**src/rtl/frame_demapper_pkg.sv**
```systemverilog
`default_nettype none
// ============================================================================
// Module      : demap_pkg
// Description : Shared types, overhead positions and CRC-8 step for the
//               receive-side frame demapper.
// Revision    : 1.0 - initial release
// ============================================================================
package demap_pkg;

    typedef enum logic [1:0] {
        ST_HUNT    = 2'd0,
        ST_PRESYNC = 2'd1,
        ST_SYNC    = 2'd2
    } align_state_t;

    localparam int c_FAS_ROW = 0;
    localparam int c_FAS_COL = 0;
    localparam int c_ARQ_ROW = 0;
    localparam int c_ARQ_COL = 1;
    localparam int c_CRC_ROW = 1;
    localparam int c_CRC_COL = 0;

    // One byte through an MSB-first CRC-8 with no reflection.
    function automatic logic [7:0] crc8_step(
        input logic [7:0] crc,
        input logic [7:0] data,
        input logic [7:0] poly
    );
        logic [7:0] r;
        r = crc ^ data;
        for (int i = 0; i < 8; i++) begin
            r = r[7] ? ((r << 1) ^ poly) : (r << 1);
        end
        return r;
    endfunction

endpackage
`default_nettype wire

```
**src/rtl/frame_demapper_align_fsm.sv**
```systemverilog
`default_nettype none
// ============================================================================
// Module      : frame_align_fsm
// Description : FAS-driven HUNT/PRESYNC/SYNC alignment with hysteresis and
//               the row/column position of the next expected line byte.
// Revision    : 1.0 - initial release
// ============================================================================
module frame_align_fsm
    import demap_pkg::*;
#(
    parameter int ROWS     = 4,
    parameter int COLS     = 1040,
    parameter int SYNC_CNT = 2,
    parameter int LOSS_CNT = 3,
    parameter int ROW_W    = $clog2(ROWS),
    parameter int COL_W    = $clog2(COLS)
) (
    input  logic             i_clk,
    input  logic             i_rst_n,
    input  logic             i_valid,
    input  logic             i_fas,
    output logic             o_in_sync,
    output logic [ROW_W-1:0] o_row,
    output logic [COL_W-1:0] o_col
);

    localparam int c_GOOD_W = $clog2(SYNC_CNT + 1);
    localparam int c_MISS_W = $clog2(LOSS_CNT + 1);
    localparam logic [ROW_W-1:0]    c_ROW_LAST = ROW_W'(ROWS - 1);
    localparam logic [COL_W-1:0]    c_COL_LAST = COL_W'(COLS - 1);
    localparam logic [c_GOOD_W-1:0] c_GOOD_TGT = c_GOOD_W'(SYNC_CNT - 1);
    localparam logic [c_MISS_W-1:0] c_MISS_TGT = c_MISS_W'(LOSS_CNT - 1);

    align_state_t        r_state;
    logic [c_GOOD_W-1:0] r_good;
    logic [c_MISS_W-1:0] r_miss;
    logic [ROW_W-1:0]    r_row;
    logic [COL_W-1:0]    r_col;

    logic             w_at_origin;
    logic             w_col_last;
    logic [ROW_W-1:0] w_row_nxt;
    logic [COL_W-1:0] w_col_nxt;

    assign w_at_origin = (r_row == ROW_W'(c_FAS_ROW)) && (r_col == COL_W'(c_FAS_COL));
    assign w_col_last  = (r_col == c_COL_LAST);
    assign w_col_nxt   = w_col_last ? '0 : r_col + 1'b1;
    assign w_row_nxt   = !w_col_last ? r_row : ((r_row == c_ROW_LAST) ? '0 : r_row + 1'b1);

    always_ff @(posedge i_clk or negedge i_rst_n) begin
        if (!i_rst_n) begin
            r_state <= ST_HUNT;
            r_good  <= '0;
            r_miss  <= '0;
            r_row   <= '0;
            r_col   <= '0;
        end else if (i_valid) begin
            case (r_state)
                ST_HUNT: begin
                    // The FAS beat itself sits at (0,0); the next beat is (0,1).
                    if (i_fas) begin
                        r_row   <= '0;
                        r_col   <= COL_W'(1);
                        r_good  <= c_GOOD_W'(1);
                        r_miss  <= '0;
                        r_state <= (SYNC_CNT == 1) ? ST_SYNC : ST_PRESYNC;
                    end
                end
                ST_PRESYNC: begin
                    r_row <= w_row_nxt;
                    r_col <= w_col_nxt;
                    if (w_at_origin && i_fas) begin
                        r_good <= r_good + 1'b1;
                        if (r_good == c_GOOD_TGT) begin
                            r_state <= ST_SYNC;
                            r_miss  <= '0;
                        end
                    end else if (w_at_origin || i_fas) begin
                        r_state <= ST_HUNT;
                    end
                end
                ST_SYNC: begin
                    r_row <= w_row_nxt;
                    r_col <= w_col_nxt;
                    // Missing FAS at (0,0) and stray FAS elsewhere both count as misses.
                    if (w_at_origin && i_fas) begin
                        r_miss <= '0;
                    end else if (w_at_origin || i_fas) begin
                        if (r_miss == c_MISS_TGT) begin
                            r_state <= ST_HUNT;
                            r_miss  <= '0;
                        end else begin
                            r_miss <= r_miss + 1'b1;
                        end
                    end
                end
                default: r_state <= ST_HUNT;
            endcase
        end
    end

    assign o_in_sync = (r_state == ST_SYNC);
    assign o_row     = r_row;
    assign o_col     = r_col;

endmodule
`default_nettype wire

```
**src/rtl/frame_demapper.sv**
```systemverilog
`default_nettype none
// ============================================================================
// Module      : frame_demapper
// Description : Receive-side demapper: payload extraction, ARQ/CRC overhead
//               decode, per-frame CRC-8 check and error accounting.
// Revision    : 1.0 - initial release
// ============================================================================
module frame_demapper
    import demap_pkg::*;
#(
    parameter int         ROWS     = 4,
    parameter int         COLS     = 1040,
    parameter int         OH_COLS  = 16,
    parameter logic [7:0] CRC_POLY = 8'h07,
    parameter int         SYNC_CNT = 2,
    parameter int         LOSS_CNT = 3
) (
    input  logic        i_clk,
    input  logic        i_rst_n,
    input  logic [7:0]  i_frame_data,
    input  logic        i_frame_data_valid,
    input  logic        i_frame_data_fas,
    output logic [7:0]  o_pyld_data,
    output logic        o_pyld_data_valid,
    output logic        o_pyld_sof,
    output logic        o_arq_en,
    output logic        o_arq_en_valid,
    output logic        o_crc_err,
    output logic        o_crc_err_valid,
    output logic [7:0]  o_crc_val,
    output logic        o_sync,
    output logic [15:0] o_crc_err_cnt
);

    localparam int c_ROW_W = $clog2(ROWS);
    localparam int c_COL_W = $clog2(COLS);
    localparam logic [c_ROW_W-1:0] c_ROW_LAST = c_ROW_W'(ROWS - 1);
    localparam logic [c_COL_W-1:0] c_COL_LAST = c_COL_W'(COLS - 1);

    logic               w_in_sync;
    logic [c_ROW_W-1:0] w_row;
    logic [c_COL_W-1:0] w_col;

    frame_align_fsm #(
        .ROWS     (ROWS),
        .COLS     (COLS),
        .SYNC_CNT (SYNC_CNT),
        .LOSS_CNT (LOSS_CNT),
        .ROW_W    (c_ROW_W),
        .COL_W    (c_COL_W)
    ) u_align (
        .i_clk     (i_clk),
        .i_rst_n   (i_rst_n),
        .i_valid   (i_frame_data_valid),
        .i_fas     (i_frame_data_fas),
        .o_in_sync (w_in_sync),
        .o_row     (w_row),
        .o_col     (w_col)
    );

    logic [7:0]  r_pyld_data;
    logic        r_pyld_valid;
    logic        r_pyld_sof;
    logic        r_arq_en;
    logic        r_arq_valid;
    logic        r_crc_err;
    logic        r_crc_err_valid;
    logic [7:0]  r_crc_val;
    logic [7:0]  r_crc_acc;
    logic        r_prev_ok;
    logic [15:0] r_err_cnt;

    logic       w_is_pyld;
    logic       w_is_first;
    logic       w_is_last;
    logic       w_is_arq;
    logic       w_is_crc;
    logic       w_crc_mismatch;
    logic [7:0] w_crc_next;

    assign w_is_pyld      = (w_col >= c_COL_W'(OH_COLS));
    assign w_is_first     = (w_row == '0) && (w_col == c_COL_W'(OH_COLS));
    assign w_is_last      = (w_row == c_ROW_LAST) && (w_col == c_COL_LAST);
    assign w_is_arq       = (w_row == c_ROW_W'(c_ARQ_ROW)) && (w_col == c_COL_W'(c_ARQ_COL));
    assign w_is_crc       = (w_row == c_ROW_W'(c_CRC_ROW)) && (w_col == c_COL_W'(c_CRC_COL));
    assign w_crc_next     = crc8_step(r_crc_acc, i_frame_data, CRC_POLY);
    assign w_crc_mismatch = (i_frame_data != r_crc_val);

    always_ff @(posedge i_clk or negedge i_rst_n) begin
        if (!i_rst_n) begin
            r_pyld_data     <= '0;
            r_pyld_valid    <= 1'b0;
            r_pyld_sof      <= 1'b0;
            r_arq_en        <= 1'b0;
            r_arq_valid     <= 1'b0;
            r_crc_err       <= 1'b0;
            r_crc_err_valid <= 1'b0;
            r_crc_val       <= '0;
            r_crc_acc       <= '0;
            r_prev_ok       <= 1'b0;
            r_err_cnt       <= '0;
        end else begin
            r_pyld_valid    <= 1'b0;
            r_pyld_sof      <= 1'b0;
            r_arq_valid     <= 1'b0;
            r_crc_err_valid <= 1'b0;
            if (!w_in_sync) begin
                // Out of SYNC nothing accumulates and the previous-frame CRC is stale.
                r_crc_acc <= '0;
                r_prev_ok <= 1'b0;
            end else if (i_frame_data_valid) begin
                if (w_is_pyld) begin
                    r_pyld_data  <= i_frame_data;
                    r_pyld_valid <= 1'b1;
                    r_pyld_sof   <= w_is_first;
                    if (w_is_last) begin
                        r_crc_val <= w_crc_next;
                        r_crc_acc <= '0;
                        r_prev_ok <= 1'b1;
                    end else begin
                        r_crc_acc <= w_crc_next;
                    end
                end
                if (w_is_arq) begin
                    r_arq_en    <= i_frame_data[0];
                    r_arq_valid <= 1'b1;
                end
                if (w_is_crc && r_prev_ok) begin
                    r_crc_err_valid <= 1'b1;
                    r_crc_err       <= w_crc_mismatch;
                    if (w_crc_mismatch && (r_err_cnt != 16'hFFFF)) begin
                        r_err_cnt <= r_err_cnt + 16'd1;
                    end
                end
            end
        end
    end

    assign o_pyld_data       = r_pyld_data;
    assign o_pyld_data_valid = r_pyld_valid;
    assign o_pyld_sof        = r_pyld_sof;
    assign o_arq_en          = r_arq_en;
    assign o_arq_en_valid    = r_arq_valid;
    assign o_crc_err         = r_crc_err;
    assign o_crc_err_valid   = r_crc_err_valid;
    assign o_crc_val         = r_crc_val;
    assign o_sync            = w_in_sync;
    assign o_crc_err_cnt     = r_err_cnt;

endmodule
`default_nettype wire

```
**config.mk**
```make
export PLATFORM = sky130hd
export DESIGN_NAME = frame_demapper
export DESIGN_NICKNAME = d
export VERILOG_FILES = /design/src/rtl/frame_demapper_pkg.sv /design/src/rtl/frame_demapper_align_fsm.sv /design/src/rtl/frame_demapper.sv
export SDC_FILE = /design/constraint.sdc
export NUM_CORES = 1
export LEC_CHECK = 0
export CAP_MARGIN = 20
export CORE_ASPECT_RATIO = 2
export CORE_MARGIN = 10
export CORE_UTILIZATION = 59
export CTS_BUF_LIST = sky130_fd_sc_hd__clkbuf_4 sky130_fd_sc_hd__clkbuf_8 sky130_fd_sc_hd__clkbuf_16
export DETAILED_ROUTE_END_ITERATION = 7
export PLACE_DENSITY = 0.93
export REMOVE_ABC_BUFFERS = 1
export SLEW_MARGIN = 20
export SYNTH_ARGS = -nofsm -noshare
export SYNTH_HDL_FRONTEND = slang
export SYNTH_HIERARCHICAL = 1
export SYNTH_SLANG_ARGS = --single-unit
```
**constraint.sdc**
```tcl
create_clock -name i_clk -period 6.27 [get_ports i_clk]
set_input_delay 1.254 -clock i_clk [delete_from_list [all_inputs] [get_ports i_clk]]
set_output_delay 1.254 -clock i_clk [all_outputs]
set_load 0.05 [all_outputs]
```
**After elaboration in Yosys (flattened, before gate mapping)**

Cells that the tools add are included.

- Register bits after elaboration: 66
- Output and inout bits: 39
- Word-level logic and storage cells: 134
- Bits of input ports: 12

- Equal/unequal tests: 24
- Multiplexer cells: 51
- Magnitude comparators: 1
- Reduce and logical (&&, ||, !) cells: 28
- Add/subtract/negate cells: 5
- Bitwise logic cells: 9

Operators by type and width:

| operator | number |
|---|---|
| $mux 2 | 16 |
| $mux 8 | 4 |
| $mux 3 | 8 |
| $not 3->3 | 8 |
| $mux 11 | 2 |
| $pmux 11 s2 | 1 |
| $add 16x1->16 const B | 1 |
| $mux 1 | 16 |
| $ne 16x16->1 const B | 1 |
| $reduce_and 4->1 | 4 |
| $reduce_and 3->1 | 5 |
| $ne 2x1->1 const B | 7 |
| $pmux 2 s3 | 2 |
| $add 11x1->11 const B | 1 |
| $eq 11x1->1 const B | 1 |
| $eq 11x11->1 const B | 1 |
| $eq 11x5->1 const B | 1 |
| $ge 11x5->1 const B | 1 |
| $logic_not 11->1 | 1 |
| $logic_and 1x1->1 | 8 |
| $ne 8x8->1 | 1 |
| $pmux 2 s2 | 2 |
| $xor 8x8->8 | 1 |
| $reduce_and 7->1 | 1 |
| other kinds (13) | 24 |

**Depth between registers and ports, before layout**

Gate-level depths: netlist (run 1).

- Word-level depth: 21
- Depth in mapped cells: 9
- Mapped depth without buffers: 8

**Cells and area by module**

The synthesis (run 1) kept the hierarchy.

By module, submodules not included:

| module | seq. area each (um2) | cells an instance | times used | area each (um2) |
|---|---|---|---|---|
| frame_demapper | 1176.1 | 190 | 1 | 2287.2 |
| frame_align_fsm | 475.5 | 127 | 1 | 1207.4 |

**Worst setup path after synthesis (run 1)**

Ideal clock, no wire load.

- Path kind: in2reg
- From: in i_frame_data_valid
- To: reg r_err_cnt[10] (netlist: o_crc_err_cnt[10])
- Path buffers: 0
- Cell stages on the path: 6
- Required time: 6.145 ns
- Setup time: 0.125 ns
- Slack: 3.455 ns
- Data arrival time: 2.690 ns
- Cells stage by stage: nand2_1 > or3_1 > or3_1 > nor2_2 > nand3_1 > mux2_4

- Word-level cells in the longest chain between the ends: 1

Ends and longest elaborated chain:

| item | RTL line | RTL |
|---|---|---|
| start, declared | frame_demapper.sv:21 | `input logic i_frame_data_valid,` |
| $reduce_and 4->1 (no line) | -- |  |
| end signal, assigned | frame_demapper.sv:132 | `r_err_cnt <= r_err_cnt + 16'd1;` |
| end, declared | frame_demapper.sv:71 | `logic [15:0] r_err_cnt;` |

Every way passes these cells.
A chain may end at the register's enable or synchronous reset.

**Worst setup path after layout (run 1)**

- From: in i_frame_data_valid
- To: reg r_err_cnt[1] (netlist: o_crc_err_cnt[1])

Same word-level chain as after synthesis.

==> results of run 1 <==
==> where the power goes <==
group,switching (W),leakage (nW),internal [W]
sequential,0.0000423,0.908,0.000465
combinational,0.000220,0.871,0.000145
clock,0.000167,0.149,0.000307
total,0.000429,1.93,0.000917
==> critical path, cell delays in order <==
cell	delay, ns
clkdlybuf4s50_1	0.58
nand2_1	0.12
or3_1	0.44
nor3_2	0.19
nor3b_2	0.69
mux2_2	0.41
==> cell usage in the layout, fill, tap and decap left out, types with 6 or more instances in the layout <==
| master | count |
|---|---|
| a22o_1 | 8 |
| and3_1 | 8 |
| clkbuf_16 | 9 |
| clkdlybuf4s50_1 | 49 |
| dfrtp_1 | 66 |
| ha_1 | 9 |
| inv_1 | 18 |
| mux2_2 | 14 |
| nand2_1 | 21 |
| nand3_1 | 10 |
| nand4_1 | 15 |
| nor2_1 | 16 |
| nor3_1 | 6 |
| o21ai_0 | 10 |
| or3_1 | 6 |
| xnor2_1 | 40 |
| xor2_1 | 10 |
==> layer usage <==
metal  wire length [um]  part of all wire [%]  track usage, %
met5                  0                     0               0
met4                259                   3.1           10.65
met3                339                   4.1           5.312
met2               4719                    57           33.79
met1               2957                    36           17.16
==> how the worst max path moves through the flow <==
| stage | depth (start not counted) | end | slack [ns] |
|---|---|---|---|
| after floorplan | 5 | o_crc_err_cnt[1]$_DFFE_PN0P_ | 3.34 |
| after global placement | 6 | o_crc_err_cnt[1]$_DFFE_PN0P_ | 2.56 |
| after detailed placement | 7 | o_crc_err_cnt[13]$_DFFE_PN0P_ | 2.50 |
| after CTS | 3 | o_sync | 2.83 |
| after global routing | 7 | o_crc_err_cnt[15]$_DFFE_PN0P_ | 2.58 |
| final | 6 | o_crc_err_cnt[1]$_DFFE_PN0P_ | 2.80 |
==> cell usage after synthesis (2+ instances only) <==
cell type / number / share of area (%)
o21ai_1: 2 / 0.29
o21ai_0: 10 / 1.4
inv_1: 18 / 1.9
or4_4: 3 / 0.97
nand2_1: 21 / 2.3
or3_1: 6 / 1.1
nor2_1: 16 / 1.7
a21oi_1: 4 / 0.57
clkbuf_1: 2 / 0.21
and2_1: 4 / 0.72
o22ai_1: 3 / 0.54
xor2_1: 10 / 2.5
mux2_2: 14 / 4.5
ha_1: 9 / 3.2
and3b_1: 3 / 0.75
nand4_1: 15 / 2.7
dfrtp_1: 66 / 47
nand3b_1: 2 / 0.43
and3_1: 8 / 1.4
nand3_1: 10 / 1.4
a22o_1: 8 / 2.0
xnor2_1: 40 / 10
mux2_1: 4 / 1.3
mux2_4: 3 / 1.3
nor3_1: 6 / 0.86
==> sequential cells by signal, indices dropped and copies added (netlist names) <==
name               flops
o_pyld_data            8
u_align/r_state        2
o_crc_val              8
o_pyld_data_valid      1
u_align/o_row          2
o_arq_en_valid         1
o_pyld_sof             1
u_align/r_miss         2
r_crc_acc              8
u_align/o_col         11
o_arq_en               1
o_crc_err              1
o_crc_err_cnt         16
u_align/r_good         2
o_crc_err_valid        1
r_prev_ok              1
==> logic make-up (layout without fill, tap and decap cells) <==
logic type / count (synthesis) / in the layout / synth area share (%)
flip-flops: 66 / 66 / 47.26
AND/OR/NAND/NOR: 110 / 110 / 18.80
AO/OA/AOI/OAI: 37 / 37 / 7.591
buffers and inverters: 23 / 85 / 2.828
XOR/XNOR: 51 / 51 / 13.21
adder cells (fa/ha/maj): 9 / 9 / 3.222
multiplexers: 21 / 21 / 7.089
==> layout make-up <==
| cell class | count | area, um^2 | share of cell area, % |
|---|---|---|---|
| multi-input combinational | 228 | 1744 | 40.24 |
| sequential | 66 | 1652 | 38.11 |
| timing repair buffer | 51 | 503.0 | 11.61 |
| clock buffer | 14 | 281.5 | 6.495 |
| tap | 61 | 76.32 | 1.761 |
| inverter | 18 | 67.56 | 1.559 |
| clock inverter | 2 | 10.01 | 0.2309 |
==> stage by stage <==
step	power, W	setup WS, ns
finish	0.001346	2.803
global placement	0.0008541	2.556
detailed placement	0.0008715	2.498
global route	0.001414	2.578
floorplan	0.0007680	3.344
CTS	0.001357	2.830
==> summary.txt, run 1 <==
Status
  – Status: finished clean

Layout
  – Filler cell count in the final layout: 392
  – Fin nets: 395
  – Final instance area: 4334 um^2
  – Share of cells above drive strength 1: 13.19%
  – Post-route insts no fill: 440
  – Final design utilization: 75.27%
  – Area growth syn-to-layout: 24.02%
  – N_diodes: 0

Critical path
  – RR Startpoint: u_align/r_state[0]$_DFFE_PN0P_
  – Crit path required time: 6.49 ns
  – Crit path from: i_frame_data_valid
  – Crit-path max FO: 13
  – Flop2flop setup slack: 3.33 ns
  – Setup crit start kind: input pin
  – R2r endpoint: o_crc_err_cnt[1]$_DFFE_PN0P_
  – Critical Path AT: 3.69 ns
  – Critical path class: input pin to flop
  – CP endpoint kind: flop
  – Cells on worst reg2reg path: 7

Power and ir drop
  – Leakage power: 1.928 nW
  – Maximum vdd ir drop: 0.2678 mV
  – Cell Pwr Density: 310.6 nW/um^2

Drt
  – Residual DRC: 0
  – Via Count: 2645
  – Final antenna-violating net count: 0
  – Post-Route WL: 8.275 mm
  – Iter 0 DRT Violations: 166
  – DR pass1 iterations: 4
  – Via/cell ratio: 6.011
  – Drt wl/cell: 18.81 um

STA
  – Highest clock rate: 288.4 MHz
  – Hold Vio Cnt, Final: 0
  – Final Slew Violations: 0
  – Worst-margin pin slew: 0.8727 ns
  – Post-route clock period utilization: 55.30%
  – Period minus WS final: 3.467 ns
  – RSZ-0062 raised after global routing: false
  – Worst clock skew: 0.005329 ns
  – Slew headroom: 41.61%
  – Hold Slack: 0.4940 ns
  – Setup violators final: 0
  – TNS Setup: 0 ns

CTS
  – Cts hold-fix bufs: 0
  – Clock slew at reported path FFs: 0.05 ns
  – Post-CTS Setup Repair Bufs: 0
  – Number of H-tree levels: 3
  – Clock root cell: clkbuf_16
  – Inserted Clock Buffers: 9
  – Clk_lat worst skew: 0.33 ns
  – TritonCTS clock tree: done
  – CTS Buffer Depth: 2
  – Post-CTS resize count: 0
  – Clock sink count: 66

Synthesis
  – Fraction of registers with async set/reset: 100.0%
  – Dominant synthesized flop cell: dfrtp_1
  – #FFs+latches synth: 66
  – Sequential cell area fraction in the yosys report: 47.26%
  – Synthesized area: 3495 um^2
  – Cells after Synth: 317
  – Synth unique cells: 55
  – Ys Warns: 6
  – Number of synthesized flops with an enable pin: 0
  – Syn avg cell area: 11.02 um^2

Global route
  – Antenna violations before repair: 0
  – Largest net degree at the start of global routing: 67
  – Vias in the first global route: 2839
  – Remaining Overflow, GRT: 0
  – Total track usage: 18.43%
  – First-pass GRT wire length: 13.57 mm

Place
  – Port bufs: 50
  – Placed Area: 4043 um^2
  – Placed Cells: 424
  – HPWL Detailed: 5.989 mm
  – GPL Wtd Cong: 0.8897

Die
  – Io pins: 51
  – Die H: 128.8 um
  – Total Die Area: 9588 um^2
  – Starting density of the core: 60.69%
  – Die X: 74.42 um
  – Core area: 5758 um^2
  – Row count: 39

Hold path
  – Hold Crit Depth: 2
  – Worst min path class: flop to flop
  – Hold Path Origin: r_prev_ok$_DFFE_PN0P_
  – Hold Path End: r_prev_ok$_DFFE_PN0P_

Run
  – Max Cap Viol: 0
Power figures use the tool's default switching activity.
==> inputs of run 2 (changes only) <==
--- a/config.mk
+++ b/config.mk
@@ -8,10 +8,10 @@
 export CAP_MARGIN = 20
 export CORE_ASPECT_RATIO = 2
 export CORE_MARGIN = 10
-export CORE_UTILIZATION = 59
+export CORE_UTILIZATION = 54
 export CTS_BUF_LIST = sky130_fd_sc_hd__clkbuf_4 sky130_fd_sc_hd__clkbuf_8 sky130_fd_sc_hd__clkbuf_16
 export DETAILED_ROUTE_END_ITERATION = 7
-export PLACE_DENSITY = 0.93
+export PLACE_DENSITY = 0.86
 export REMOVE_ABC_BUFFERS = 1
 export SLEW_MARGIN = 20
 export SYNTH_ARGS = -nofsm -noshare
==> constraint.sdc (replaced) <==
create_clock -name i_clk -period 3.2 [get_ports i_clk]
set_input_delay 0.64 -clock i_clk [delete_from_list [all_inputs] [get_ports i_clk]]
set_output_delay 0.64 -clock i_clk [all_outputs]
set_load 0.05 [all_outputs]
==> summary.txt, run 2 (same netlist as run 1, synthesis figures left out) <==
Critical path
  – Critical-path top delay cell: clkdlybuf4s50_1 (was nor3b_2)
  – Critical path class: flop to output pin (was input pin to flop)
  – RR Startpoint: u_align/o_col[6]$_DFFE_PN0P_ (was u_align/r_state[0]$_DFFE_PN0P_)
  – Crit path from: u_align/r_state[0]$_DFFE_PN0P_ (was i_frame_data_valid)
  – Slowest cell delay on critical path: 0.82 ns (was 0.69 ns)
  – Cells on worst reg2reg path: 6 (was 7)
  – Worst-path cell chain: inv_1 > ha_1 > buf_4 > clkdlybuf4s50_1 (was clkdlybuf4s50_1 > nand2_1 > or3_1 > nor3_2 > nor3b_2 > mux2_2)
  – Critical Path AT: 1.99 ns (was 3.69 ns)
  – Crit path buffers/inverters: 3 (was 1)
  – Crit-path max FO: 11 (was 13)
  – Setup crit start kind: flop (was input pin)
  – R2r endpoint: o_crc_err_cnt[10]$_DFFE_PN0P_ (was o_crc_err_cnt[1]$_DFFE_PN0P_)
  – CP endpoint kind: output pin (was flop)
  – Crit path required time: 2.56 ns (was 6.49 ns)
  – Delay-heaviest family, CP: buffers and inverters (was simple AND/OR/NAND/NOR gates)
  – Flop2flop setup slack: 0.64 ns (was 3.33 ns)

Place
  – Pre-CTS setup slack: 0.3839 ns (was 2.498 ns)
  – Placed Area: 4116 um^2 (was 4043 um^2)
  – HPWL Detailed: 6.040 mm (was 5.989 mm)
  – GPL Wtd Cong: 0.8417 (was 0.8897)
  – Port bufs: 50 (unchanged)
  – Placed Cells: 453 (was 424)

Global route
  – GR Util met1: 14.96% (was 17.16%)
  – Met3 Resource Use GR: 4.717% (was 5.312%)
  – Largest net degree at the start of global routing: 37 (was 67)
  – Remaining Overflow, GRT: 0 (unchanged)
  – First-pass GRT wire length: 13.39 mm (was 13.57 mm)
  – Vias in the first global route: 2809 (was 2839)
  – Antenna violations before repair: 0 (unchanged)
  – Total track usage: 16.27% (was 18.43%)
  – Busiest grt layer: met2 (unchanged)
  – Met2 Use GR: 30.54% (was 33.79%)

CTS
  – Post-CTS resize count: 0 (unchanged)
  – Clock slew at reported path FFs: 0.05 ns (about the same)
  – Clock sink count: 66 (unchanged)
  – TritonCTS clock tree: done (unchanged)
  – Clock root cell: clkbuf_16 (unchanged)
  – CTS Buffer Depth: 2 (unchanged)
  – Cts hold-fix bufs: 0 (unchanged)
  – Number of H-tree levels: 3 (unchanged)
  – Post-CTS Setup Repair Bufs: 0 (unchanged)
  – Clk_lat worst skew: 0.33 ns (about the same)
  – Inserted Clock Buffers: 9 (unchanged)

Power and ir drop
  – Cell Pwr Density: 599.2 nW/um^2 (was 310.6 nW/um^2)
  – Maximum vdd ir drop: 0.5071 mV (was 0.2678 mV)
  – Total power: 0.002641 W (was 0.001346 W)
  – Leakage power: 1.954 nW (was 1.928 nW)

Die
  – Die X: 76.89 um (was 74.42 um)
  – Row count: 41 (was 39)
  – Die H: 133.8 um (was 128.8 um)
  – Core area: 6310 um^2 (was 5758 um^2)
  – Total Die Area: 10280 um^2 (was 9588 um^2)
  – Io pins: 51 (unchanged)
  – Starting density of the core: 55.38% (was 60.69%)

STA
  – Hold Vio Cnt, Final: 0 (unchanged)
  – TNS Setup: 0 ns (unchanged)
  – Setup violators final: 0 (unchanged)
  – Worst clock skew: 0.006184 ns (was 0.005329 ns)
  – RSZ-0062 raised after global routing: false (unchanged)
  – Final Slew Violations: 0 (unchanged)
  – Period minus WS final: 2.626 ns
  – Post-route clock period utilization: 82.07%
  – Final Worst Setup Slack: 0.5738 ns (was 2.803 ns)
  – Worst-margin pin slew: 0.7697 ns (was 0.8727 ns)
  – Slew headroom: 48.69% (was 41.61%)
  – Highest clock rate: 380.8 MHz

Status
  – Status: finished clean (unchanged)

Layout
  – Final instance area: 4408 um^2 (was 4334 um^2)
  – N_diodes: 0 (unchanged)
  – Area growth syn-to-layout: 26.14% (was 24.02%)
  – Filler cell count in the final layout: 464 (was 392)
  – Fin nets: 399 (was 395)
  – Commonest cells after routing, fill and taps aside: dfrtp_1, clkdlybuf4s50_1, xnor2_1 (unchanged)
  – Most common cell after layout, fill and taps aside: dfrtp_1 (unchanged)
  – Post-route insts no fill: 469 (was 440)
  – Max reg flops: 16 (unchanged)
  – Share of cells above drive strength 1: 14.10% (was 13.19%)

Drt
  – Post-Route WL: 7.979 mm (was 8.275 mm)
  – DR pass1 iterations: 4 (unchanged)
  – Via Count: 2599 (was 2645)
  – Via/cell ratio: 5.542 (was 6.011)
  – Residual DRC: 0 (unchanged)
  – Iter 0 DRT Violations: 122 (was 166)
  – Final antenna-violating net count: 0 (unchanged)
  – Drt wl/cell: 17.01 um (was 18.81 um)

Hold path
  – Worst min path class: input pin to async pin (was flop to flop)

Run
  – Max Cap Viol: 0 (unchanged)
## run 2: cell types whose count changed in the layout (fill, tap and decap cells not counted)
cell,before,now
buf_4,1,4
buf_12,0,1
## run 2: cell type report
cell class / instances / area [um^2] / share of cell area (%)
clock buffers: 14 / 281.5 / 6.387
clock inverters: 2 / 10.01 / 0.2271
repair buffers: 55 / 545.5 / 12.38
multi-input cells: 228 / 1744 / 39.57
well taps: 86 / 107.6 / 2.441
flip-flops and latches: 66 / 1652 / 37.47
inverters: 18 / 67.56 / 1.533
## run 2: how the worst max path moves through the flow
stage | cells after the start | end | slack (ns)
after floorplan | 7 | o_crc_err_cnt[1]$_DFFE_PN0P_ | 0.37
after global placement | 7 | o_crc_err_cnt[10]$_DFFE_PN0P_ | 0.44
after detailed placement | 7 | o_crc_err_cnt[10]$_DFFE_PN0P_ | 0.38
after CTS | 4 | o_sync | 0.55
after global routing | 4 | o_sync | 0.46
final | 4 | o_sync | 0.57
## run 2: through the flow
stage                     util (%)  hold slack, ns
after floorplan                  -          0.3444
after global placement       65.24          0.4652
after detailed placement     65.24          0.4708
after CTS                    69.86          0.3730
after global routing         69.86          0.4039
final                        69.86          0.3552
## run 2: routing by layer
layer,vias to the layer above,wire (um)
met3,22,345
met2,64,4517
li1,1244,-
met4,0,252
met5,-,0
met1,1269,2863
## run 2: report_power, final
group | total (W) | internal (W) | switching [W] | leakage (nW)
clock network | 0.000934 | 0.000601 | 0.000332 | 0.149
registers | 0.000992 | 0.000911 | 0.0000808 | 0.908
logic | 0.000715 | 0.000288 | 0.000427 | 0.897
total | 0.00264 | 0.00180 | 0.000840 | 1.95
==> inputs of run 3 (changes only) <==
==> constraint.sdc (replaced) <==
create_clock -name i_clk -period 2.5 [get_ports i_clk]
set_input_delay 0.5 -clock i_clk [delete_from_list [all_inputs] [get_ports i_clk]]
set_output_delay 0.5 -clock i_clk [all_outputs]
set_load 0.05 [all_outputs]
==> summary.txt, run 3 (same netlist as run 1, synthesis figures left out) <==
Place
  – HPWL Detailed: 6.390 mm (was 6.040 mm)
  – Port bufs: 50 (unchanged)
  – GPL Wtd Cong: 0.8715 (was 0.8417)

Drt
  – Via/cell ratio: 5.594 (was 5.542)
  – Iter 0 DRT Violations: 178 (was 122)
  – Final antenna-violating net count: 0 (unchanged)
  – Via Count: 2741 (was 2599)
  – Residual DRC: 0 (unchanged)
  – Post-Route WL: 8.592 mm (was 7.979 mm)
  – DR pass1 iterations: 4 (unchanged)
  – Drt wl/cell: 17.53 um (was 17.01 um)

Run
  – Max Cap Viol: 0 (unchanged)

Critical path
  – Crit path required time: 2.71 ns (was 2.56 ns)
  – Setup crit start kind: flop (unchanged)
  – Slowest cell delay on critical path: 0.66 ns (was 0.82 ns)
  – Worst-path cell chain: or4_4 > or3_4 > or4_4 > mux2_1 (was inv_1 > ha_1 > buf_4 > clkdlybuf4s50_1)
  – Cells on worst reg2reg path: 4 (was 6)
  – R2r endpoint: o_crc_val[3]$_DFFE_PN0P_ (was o_crc_err_cnt[10]$_DFFE_PN0P_)
  – Crit-path max FO: 11 (unchanged)
  – RR Startpoint: u_align/o_col[6]$_DFFE_PN0P_ (unchanged)
  – Flop2flop setup slack: 0.04 ns (was 0.64 ns)
  – Critical Path AT: 2.67 ns (was 1.99 ns)
  – Critical-path top delay cell: or4_4 (was clkdlybuf4s50_1)
  – Critical Path Most Common Cell: or4_4
  – CP endpoint kind: flop (was output pin)
  – Crit path from: u_align/o_col[6]$_DFFE_PN0P_ (was u_align/r_state[0]$_DFFE_PN0P_)
  – Critical path class: flop to flop (was flop to output pin)

Global route
  – Remaining Overflow, GRT: 0 (unchanged)
  – Total track usage: 17.42% (was 16.27%)
  – Vias in the first global route: 3038 (was 2809)
  – Largest net degree at the start of global routing: 41 (was 37)
  – Antenna violations before repair: 0 (unchanged)
  – First-pass GRT wire length: 14.34 mm (was 13.39 mm)

Layout
  – Share of cells above drive strength 1: 18.81% (was 14.10%)
  – Max reg flops: 16 (unchanged)
  – Fin nets: 421 (was 399)
  – Filler cell count in the final layout: 441 (was 464)
  – N_diodes: 0 (unchanged)
  – Commonest cells after routing, fill and taps aside: dfrtp_1, clkdlybuf4s50_1, xnor2_1 (unchanged)
  – Area growth syn-to-layout: 31.36% (was 26.14%)
  – Most common cell after layout, fill and taps aside: dfrtp_1 (unchanged)

CTS
  – Clock slew at reported path FFs: 0.05 ns (about the same)
  – Post-CTS Setup Repair Bufs: 0 (unchanged)
  – Clock root cell: clkbuf_16 (unchanged)
  – Number of H-tree levels: 3 (unchanged)
  – Inserted Clock Buffers: 9 (unchanged)
  – CTS Buffer Depth: 2 (unchanged)
  – Post-CTS resize count: 0 (unchanged)
  – Clk_lat worst skew: 0.33 ns (about the same)
  – Cts hold-fix bufs: 0 (unchanged)
  – Clock sink count: 66 (unchanged)
  – TritonCTS clock tree: done (unchanged)

Power and ir drop
  – Total power: 0.003604 W (was 0.002641 W)
  – Leakage power: 2.076 nW (was 1.954 nW)
  – Cell Pwr Density: 785.2 nW/um^2 (was 599.2 nW/um^2)
  – Maximum vdd ir drop: 0.6511 mV (was 0.5071 mV)

Die
  – Die X: 76.89 um (unchanged)
  – Total Die Area: 10280 um^2 (unchanged)
  – Starting density of the core: 55.38% (unchanged)
  – Io pins: 51 (unchanged)
  – Die H: 133.8 um (unchanged)
  – Row count: 41 (unchanged)
  – Core area: 6310 um^2 (unchanged)

Status
  – Status: finished clean (unchanged)

STA
  – Worst-margin pin slew: 0.9280 ns (was 0.7697 ns)
  – RSZ-0062 raised after global routing: false (unchanged)
  – Period minus WS final: 2.457 ns
  – Post-route clock period utilization: 98.29%
  – Hold Vio Cnt, Final: 0 (unchanged)
  – Setup violators final: 0 (unchanged)
  – TNS Setup: 0 ns (unchanged)
  – Slew headroom: 37.90% (was 48.69%)
  – Worst clock skew: 0.006457 ns (was 0.006184 ns)
  – Final Slew Violations: 0 (unchanged)
  – Highest clock rate: 406.9 MHz

Hold path
  – Worst min path class: input pin to async pin (unchanged)
==> run 3: metal layers <==
metal	global-route usage (%)	wire length, um
met1	15.47	2984
met3	4.313	367
met5	0	0
met4	10.50	289
met2	33.51	4950
==> run 3: how the worst max path moves through the flow <==
stage                                    endpoint  slack (ns)
global placement    o_crc_err_cnt[10]$_DFFE_PN0P_      -0.005
detailed placement           o_arq_en$_DFFE_PN0P_       -0.05
CTS                      o_crc_val[3]$_DFFE_PN0P_        0.04
floorplan            o_crc_err_cnt[1]$_DFFE_PN0P_       -0.33
finish                   o_crc_val[3]$_DFFE_PN0P_        0.04
global route             o_crc_val[7]$_DFFE_PN0P_       0.006
==> run 3: metrics by stage <==
stage                     cells  hold WS (ns)  instance area, um^2  worst slack, ns  utilization (%)
after CTS                   490        0.3207                 4591          0.03866            72.75
final                       490        0.2807                 4591          0.04266            72.75
after global routing        490        0.3473                 4591         0.005873            72.75
after global placement      475        0.4648                 4267        -0.005320            67.62
after floorplan             312        0.2044                 3463          -0.3334                -
after detailed placement    475        0.4733                 4267         -0.04959            67.62
==> run 3: layout make-up <==
class	instances	area [um^2]	area share, %
clock buffer	14	294.0	6.405
sequential	66	1652	35.98
clock inverter	1	30.03	0.6541
tap	86	107.6	2.344
inverter	18	67.56	1.472
timing repair buffer	77	695.7	15.15
multi-input combinational	228	1744	37.99
==> run 3: critical path, delay by kind of cell, from the launching register on <==
kind	cells	cell delay, ns
and+or+nand+nor	3	1.61
DFF	1	0.38
muxes	1	0.35
==> run 3: report_power, final <==
group,total [W],internal (W),switching [W]
clock network,0.00134,0.000902,0.000441
logic,0.00103,0.000418,0.000615
registers,0.00123,0.00117,0.0000624
total,0.00360,0.00249,0.00112
